<file path="src/rtl/uart_rx.sv">
// UART receiver: start/data/optional parity/stop deserialiser with a 3-sample mid-bit majority vote.
// Registered DATA_VALID / PAR_ERR / STP_ERR pulses; early completion at mid-stop-bit allows back-to-back frames.
module uart_rx #(
    parameter int DATA_WD = 8
) (
    input  logic               CLK,
    input  logic               RST,
    input  logic               S_DATA,
    input  logic [5:0]         PRESCALE,
    input  logic               PAR_EN,
    input  logic               PAR_TYP,
    output logic [DATA_WD-1:0] P_DATA,
    output logic               DATA_VALID,
    output logic               PAR_ERR,
    output logic               STP_ERR,
    output logic               BUSY
);

    localparam int BCW = $clog2(DATA_WD + 1);

    // state  | meaning
    // IDLE   | line idle, waiting for a low level
    // START  | validating the start bit (glitch reject at mid-bit)
    // DATA   | shifting in DATA_WD bits, LSB first
    // PARITY | checking the parity bit against the shifted data
    // STOP   | voting the stop bit, completing at mid-bit
    typedef enum logic [2:0] {
        IDLE   = 3'd0,
        START  = 3'd1,
        DATA   = 3'd2,
        PARITY = 3'd3,
        STOP   = 3'd4
    } state_t;

    state_t             state_q, state_d;
    logic [5:0]         edge_q, edge_d;
    logic [BCW-1:0]     bit_q, bit_d;
    logic [5:0]         presc_q, presc_d;
    logic               par_en_q, par_en_d;
    logic               par_typ_q, par_typ_d;
    logic [1:0]         smp_q, smp_d;
    logic [DATA_WD-1:0] shift_q, shift_d;
    logic               par_mis_q, par_mis_d;
    logic [DATA_WD-1:0] p_data_q, p_data_d;
    logic               valid_q, valid_d;
    logic               par_err_q, par_err_d;
    logic               stp_err_q, stp_err_d;

    logic [5:0] half;
    logic       at_s0, at_s1, at_s2, at_end;
    logic       voted;
    logic       par_exp;

    assign half    = {1'b0, presc_q[5:1]};
    assign at_s0   = (edge_q == half - 6'd1);
    assign at_s1   = (edge_q == half);
    assign at_s2   = (edge_q == half + 6'd1);
    assign at_end  = (edge_q == presc_q - 6'd1);
    // third sample is the live line value at edge P/2+1
    assign voted   = (smp_q[0] & smp_q[1]) | (smp_q[0] & S_DATA) | (smp_q[1] & S_DATA);
    assign par_exp = par_typ_q ? ~^shift_q : ^shift_q;

    always_ff @(posedge CLK or negedge RST) begin
        if (!RST) begin
            state_q   <= IDLE;
            edge_q    <= '0;
            bit_q     <= '0;
            presc_q   <= '0;
            par_en_q  <= 1'b0;
            par_typ_q <= 1'b0;
            smp_q     <= '0;
            shift_q   <= '0;
            par_mis_q <= 1'b0;
            p_data_q  <= '0;
            valid_q   <= 1'b0;
            par_err_q <= 1'b0;
            stp_err_q <= 1'b0;
        end else begin
            state_q   <= state_d;
            edge_q    <= edge_d;
            bit_q     <= bit_d;
            presc_q   <= presc_d;
            par_en_q  <= par_en_d;
            par_typ_q <= par_typ_d;
            smp_q     <= smp_d;
            shift_q   <= shift_d;
            par_mis_q <= par_mis_d;
            p_data_q  <= p_data_d;
            valid_q   <= valid_d;
            par_err_q <= par_err_d;
            stp_err_q <= stp_err_d;
        end
    end

    always_comb begin
        state_d   = state_q;
        edge_d    = edge_q;
        bit_d     = bit_q;
        presc_d   = presc_q;
        par_en_d  = par_en_q;
        par_typ_d = par_typ_q;
        smp_d     = smp_q;
        shift_d   = shift_q;
        par_mis_d = par_mis_q;
        p_data_d  = p_data_q;
        valid_d   = 1'b0;
        par_err_d = 1'b0;
        stp_err_d = 1'b0;

        if (state_q != IDLE) begin
            edge_d = at_end ? 6'd0 : edge_q + 6'd1;
            if (at_s0) smp_d[0] = S_DATA;
            if (at_s1) smp_d[1] = S_DATA;
        end

        case (state_q)
            IDLE: begin
                edge_d = 6'd0;
                if (!S_DATA) begin
                    // detection cycle is edge 0 of the start bit
                    state_d   = START;
                    edge_d    = 6'd1;
                    bit_d     = '0;
                    presc_d   = PRESCALE;
                    par_en_d  = PAR_EN;
                    par_typ_d = PAR_TYP;
                    par_mis_d = 1'b0;
                end
            end
            START: begin
                if (at_s2 && voted) begin
                    state_d = IDLE;
                    edge_d  = 6'd0;
                end else if (at_end) begin
                    state_d = DATA;
                    bit_d   = '0;
                end
            end
            DATA: begin
                if (at_s2) shift_d = {voted, shift_q[DATA_WD-1:1]};
                if (at_end) begin
                    if (bit_q == BCW'(DATA_WD - 1)) begin
                        state_d = par_en_q ? PARITY : STOP;
                    end else begin
                        bit_d = bit_q + 1'b1;
                    end
                end
            end
            PARITY: begin
                if (at_s2) par_mis_d = (voted != par_exp);
                if (at_end) state_d = STOP;
            end
            STOP: begin
                if (at_s2) begin
                    state_d   = IDLE;
                    edge_d    = 6'd0;
                    valid_d   = voted & ~par_mis_q;
                    par_err_d = par_mis_q;
                    stp_err_d = ~voted;
                    if (voted && !par_mis_q) p_data_d = shift_q;
                end
            end
            default: begin
                state_d = IDLE;
                edge_d  = 6'd0;
            end
        endcase
    end

    assign P_DATA     = p_data_q;
    assign DATA_VALID = valid_q;
    assign PAR_ERR    = par_err_q;
    assign STP_ERR    = stp_err_q;
    assign BUSY       = (state_q != IDLE);

endmodule
</file>
<file path="config.mk">
export PLATFORM = sky130hd
export DESIGN_NAME = uart_rx
export DESIGN_NICKNAME = d
export VERILOG_FILES = /design/src/rtl/uart_rx.sv
export SDC_FILE = /design/constraint.sdc
export NUM_CORES = 1
export LEC_CHECK = 0
export CORE_AREA = 2 2 73 75
export DETAILED_ROUTE_END_ITERATION = 10
export DIE_AREA = 0 0 75 77
export GPL_TIMING_DRIVEN = 0
export PLACE_DENSITY = 0.71
export SLEW_MARGIN = 20
export SYNTH_ARGS = -nofsm -noshare
export SYNTH_HDL_FRONTEND = slang
export SYNTH_SLANG_ARGS = --single-unit
</file>
<file path="constraint.sdc">
create_clock -name CLK -period 2 [get_ports CLK]
set_input_delay 0.3 -clock CLK [delete_from_list [all_inputs] [get_ports CLK]]
set_output_delay 0.3 -clock CLK [all_outputs]
set_load 0.01 [all_outputs]
</file>
# --- After elaboration in Yosys (flattened, before gate mapping) ---
# Index checks and enable logic that the tools add are counted.
classes:
  n_addsub: 5
  n_eq_ne: 20
  muxes: 31
  bitwise_logic: 9
  n_reduce_logical: 18
op_table:
  columns: ["op", "count"]
  rows:
  - ["two-way mux 3 bit", 8]
  - ["two-way mux 6 bit", 4]
  - ["case mux 6 bit (4 select lines)", 1]
  - ["two-way mux 4 bit", 5]
  - ["equality test 6 bit", 3]
  - ["!= test 2 bit (second input constant)", 9]
  - ["case mux 3 bit (5 select lines)", 1]
  - ["case mux 4 bit (3 select lines)", 1]
  - ["AND reduction 6 bit", 2]
  - ["two-way mux 1 bit", 10]
  - ["AND reduction 2 bit", 4]
  - ["XNOR reduction 8 bit", 1]
  - ["XOR reduction 8 bit", 1]
  - ["adder 5 x 1 -> 6 bit (second input constant)", 1]
  - ["adder 6 x 1 -> 6 bit (second input constant)", 1]
  - ["equality test 3 x 2 -> 1 bit (second input constant)", 2]
  - ["equality test 6 x 5 -> 1 bit", 1]
  - ["AND reduction 3 bit", 2]
  - ["nonzero test 3 bit", 2]
  - ["subtractor 5 x 1 -> 6 bit (second input constant)", 1]
  - ["subtractor 6 x 1 -> 6 bit (second input constant)", 1]
  - ["adder 4 x 1 -> 4 bit (second input constant)", 1]
  - ["bitwise AND 1 bit", 4]
  - ["equality test 4 x 3 -> 1 bit (second input constant)", 1]
  - ["other kinds (12)", 16]
word_totals:
  ff_bits: 43
  input_bits: 11
  out_inout_bits: 12
  elab_cells: 97

# --- Depth between registers and ports, before layout ---
logic_depth:
  ltp_word: 6
  ltp_mapped: 9
  depth_no_buf: 8

# --- Worst setup path before layout ---
# Ideal clock, no wire load.
synth_path:
  path_type: "register to register"
  start: "reg presc_q[1]"
  end: "reg bit_q[3]"
  setup_time_ps: 139
  arrival_ps: 2110
  t_required_ps: 1861
  slack_ps: -249
  path_stages_with_launch: 8
  n_path_buf: 0
  synth_period_minus_slack_ps: 2249
  path_cell_list: "dfrtp_1 ha_1 and3b_1 or3_1 a31oi_1 nor3_1 o311ai_0 o31ai_1"
synth_between:
  elab_chain_cells: 5
  word_cells_on_any_way: 9
  classes_between: "add/sub: 2; eq/ne: 5; reduce/logical: 2"
synth_lines:
  columns: ["element", "line", "text"]
  rows:
  - ["start, declared", "38", "logic [5:0] presc_q, presc_d;"]
  - ["start signal, assigned", "82", "presc_q <= presc_d;"]
  - ["adder 5 x 1 -> 6 bit", "57", "assign at_s2 = (edge_q == half + 6'd1);"]
  - ["equality test 6 bit", "57", null]
  - ["logical AND 1 bit", "131", "if (at_s2 && voted) begin"]
  - ["!= test 2 bit (no line)", null, null]
  - ["AND reduction 6 bit (no line) (*)", null, null]
  - ["end signal, assigned", "81", "bit_q <= bit_d;"]
  - ["end, declared", "37", "logic [BCW-1:0] bit_q, bit_d;"]
# Mark *: on every way between the ends. The rest lies on a longest branch, timed or not.
# A chain may end at the register's enable or synchronous reset.

# --- Worst setup path in the final report ---
layout_path:
  start: "reg presc_q[2]"
  end: "reg p_data_q[6] (netlist: P_DATA[6])"
layout_between:
  elab_chain_cells: 3
layout_lines:
  columns: ["element", "line", "text"]
  rows:
  - ["adder 5 x 1 -> 6 bit", "57", null]
  - ["equality test 6 bit", "57", null]
  - ["AND reduction 3 bit (no line)", null, null]
  - ["end signal, assigned", "88", "p_data_q <= p_data_d;"]
  - ["end, declared", "44", "logic [DATA_WD-1:0] p_data_q, p_data_d;"]
# Every way passes these cells.

==> impl_metrics.json <==
{
  "type_of_destination_of_the_critical_path": "flop",
  "final_net_count": 319,
  "outcome": "finished with violations",
  "violations": "negative setup slack",
  "ys_warn_count": 0,
  "pwr-share-comb_pct": 63.7,
  "fraction_of_layout_cells_with_a_size_suffix_above_1_pct": 33.99,
  "place_congestion": 0.7886,
  "cts_inserted_buffers": 5,
  "total_wire_length_after_detailed_routing_um": 6168,
  "die_h_um": 77,
  "port_buffer_count": 22,
  "timing_max_transition_violations_final": 0,
  "die_x_um": 75,
  "gr-total-overflow": 0,
  "path_class": "reg2reg",
  "io-pin-count": 23,
  "rsz0062_at_grt": "yes",
  "postLayoutSetupSlackWorst_ns": -0.2489,
  "hold_viol_final": 0,
  "p_seq_share_pct": 26.4,
  "max_freq_mhz": 444.7,
  "syn_area_um2": 2500,
  "required_ns": 2.19,
  "max-slew-margin-rel_pct": 66.81,
  "syn_avg_cell_area_um2": 9.920,
  "synthToLayoutAreaGrowth_pct": 39.79,
  "synth.ff_latch_count": 43,
  "synth_cells": 252,
  "worst_case_clock_skew_ns": 0.007408,
  "cp_slowest_cell": "dfrtp_1",
  "clkSlewWorstSetupHoldPaths_ns": 0.09,
  "filler_cell_count": 355,
  "cts_num_sinks": 43,
  "period_needed_ns": 2.249,
  "synth.lib_cells_used.distinct": 49,
  "grt_first_pass_wirelength_um": 9991,
  "post_drt_wl_per_cell_um": 16.54,
  "p_int_mw": 3.110,
  "worst-r2r-cell-count": 10,
  "max_slew.worst_pin.slew_ns": 0.4960,
  "clock_power_share_pct": 9.9,
  "irDropWorstVdd_mv": 0.9784,
  "postSynth.asyncResetShare_pct": 100.0,
  "initial_antenna_violation_count": 0,
  "non_filler_cells_final": 373,
  "drt_first_pass_iters": 4,
  "fp.coreArea_um2": 4977,
  "cts_tree": "done",
  "setup.reg_to_reg.worst_slack_ns": -0.25,
  "rows": 26,
  "num_antenna_cells": 0,
  "dp_cells": 345,
  "residual_drc_count": 0,
  "synth.yosys.seq_area_share_pct": 43.04,
  "clk_root_buffer_cell": "clkbuf_8",
  "slowest_delay_ns": 0.41,
  "clk_latency_ns": 0.30,
  "grt_total_usage_pct": 22.52,
  "power-per-cell-area_nw_per_um2": 1591,
  "ctsHtreeMaxLevel": 2,
  "clock_path_buffers": 2,
  "arrival_ns": 2.43,
  "reg2reg_to": "P_DATA[6]$_DFFE_PN0P_",
  "regToRegStartpoint": "presc_q[2]$_DFFE_PN0P_",
  "final_antenna_net_count": 0,
  "leakage_nw": 1.460,
  "grt_max_degree": 29,
  "timing.hold.ws_ns": 0.4512,
  "switchingPower_mw": 2.450,
  "min_period_over_period_pct": 112.4,
  "grt_pass1_vias": 2029,
  "maxCapViolations": 0,
  "detailedRoute.firstIterationViolations": 91,
  "synth_fp_nets": 269,
  "cp_cell_sequence": "buf_6 > inv_6 > ha_4 > xor2_4 > nor2b_2 > and4_1 > nand3_2 > nor3_4 > buf_12 > mux2_2",
  "start_kind": "flop",
  "vias": 2100,
  "ff_latch_area_um2": 1082,
  "crit_path_max_fanout": 9,
  "floorplan.initialDensity_pct": 50.23,
  "power.share.switching_pct": 44.06,
  "power_total_mw": 5.559,
  "multi_input_area_um2": 1692,
  "final-setup-viol-count": 31,
  "edff_count_synth": 0,
  "vias_per_cell": 5.630,
  "post-dp-hpwl_um": 3770,
  "min_path_type": "in2async",
  "postSynth.topFlopCell": "dfrtp_1",
  "floorplan.die_area_um2": 5775
}
-- placed cells by master (no fill, tap or decap), drive strengths merged, types with 3 or more instances in the layout --
cell type,n
nor2b,4
and3,3
clkdlybuf4s50,21
o31ai,3
nor2,19
nand3,10
nand2b,4
buf,28
mux2,20
ha,6
inv,9
xor2,12
dfrtp,43
a21oi,7
xnor2,16
nor3,6
clkbuf,8
nand4,4
o21ai,10
nand3b,3
nand2,32
-- power by group through the flow --
stage	Combinational (mW)	Sequential [mW]	Clock (mW)
after floorplan	1.85	1.32	0
after CTS	3.03	1.42	0.559
after global routing	3.82	1.51	0.595
after detailed placement	2.27	1.37	0
after global placement	2.21	1.37	0
final	3.54	1.47	0.553
-- worst max-delay path, delay by kind of cell, from the launching register on --
kind	cells	cell delay, ns
adder cells (fa/ha/maj)	1	0.20
XOR/XNOR	1	0.16
multiplexers	1	0.33
buffers and inverters	3	0.36
AND/OR/NAND/NOR	4	0.68
flip-flops	1	0.41
-- cells in the mapped netlist, types with 2 or more instances --
master,n,area [um^2]
xnor2_1,16,140.1
and2_1,2,12.51
nor2_1,19,71.32
buf_2,5,25.02
nor4_1,2,12.51
o311ai_0,2,17.52
inv_1,9,33.78
nand2b_1,4,25.02
and3_1,3,18.77
nor2b_1,4,25.02
a21oi_1,7,35.03
dfrtp_1,43,1076
or3_1,2,12.51
clkbuf_1,4,15.01
ha_1,6,75.07
xor2_1,12,105.1
nand2_1,32,120.1
nand3_1,9,45.04
o211ai_1,2,15.01
o311a_1,2,20.02
and4bb_2,2,25.02
nor3_4,2,32.53
o21ai_0,9,45.04
nor3_1,3,15.01
nand3b_1,3,22.52
mux2_2,20,225.2
o31ai_1,3,22.52
nand4_1,4,25.02
-- per-stage QoR --
stage          setup WS, ns  setup TNS, ns  instance area (um^2)  utilization [%]
5_1_grt             -0.4365         -9.600                  3495            70.21
4_1_cts             -0.2680         -5.358                  3351            67.32
2_1_floorplan       -0.1306         -1.995                  2556                -
6_report            -0.2489         -5.071                  3495            70.21
3_5_place_dp        -0.4832         -12.44                  2879            57.84
3_3_place_gp        -0.6711         -34.47                  2864            57.54
-- registers in the layout, summed over array words and instances, names as in the netlist, 2 cells and up --
register	flops
P_DATA	8
smp_q	2
edge_q	6
bit_q	4
presc_q	6
state_q	3
shift_q	8
-- layer usage --
layer  part of all wire, %  global-route usage, %  vias up  routed length, um
met3                   3.3                  4.599        9                205
met5                     0                      0        -                  0
met1                    44                  30.24     1051               2687
met4                   1.8                  7.857        0                112
li1                      -                      -      989                  -
met2                    51                  35.70       51               3162
-- area by class of cell --
type | count | area share (%)
multi-input combinational | 191 | 48.41
sequential | 43 | 30.97
timing repair buffer | 45 | 13.25
tap | 70 | 2.506
clock buffer | 6 | 2.077
buffer | 7 | 1.253
inverter | 9 | 1.182
clock inverter | 2 | 0.3580
-- cells by family (layout without fill, tap and decap cells) --
| kind of cell | Yosys count | count (layout) | share of synthesized area [%] |
|---|---|---|---|
| adders and majority gates | 7 | 7 | 3.403 |
| xor gates and xnor gates | 28 | 28 | 9.810 |
| AOI/OAI and AO/OA | 36 | 36 | 9.860 |
| buffers and inverters | 18 | 69 | 2.953 |
| muxes | 21 | 21 | 9.410 |
| DFF | 43 | 43 | 43.04 |
| and+or+nand+nor | 99 | 99 | 21.52 |
-- worst max path at each step --
stage	startpoint	end	slack [ns]	cells after the start
after detailed placement	S_DATA	bit_q[3]$_DFFE_PN0P_	-0.48	5
after global placement	RST	presc_q[1]$_DFFE_PN0P_	-0.67	1
after global routing	presc_q[1]$_DFFE_PN0P_	P_DATA[6]$_DFFE_PN0P_	-0.44	8
after CTS	presc_q[2]$_DFFE_PN0P_	P_DATA[6]$_DFFE_PN0P_	-0.27	10
after floorplan	presc_q[1]$_DFFE_PN0P_	bit_q[3]$_DFFE_PN0P_	-0.13	7
final	presc_q[2]$_DFFE_PN0P_	P_DATA[6]$_DFFE_PN0P_	-0.25	10
-- timing repair --
| action | 4_1_cts | 5_1_grt |
|---|---|---|
| hold endpoints to repair | 15 | 0 |
| hold buffers | 1 | 0 |
| pin swaps | 25 | 10 |
| endpoints found under the setup margin | 41 | 40 |
| cloned | 0 | 0 |
| buffers inserted | 16 | 5 |
| resized for setup | 51 | 22 |
Power figures use the tool's default switching activity.
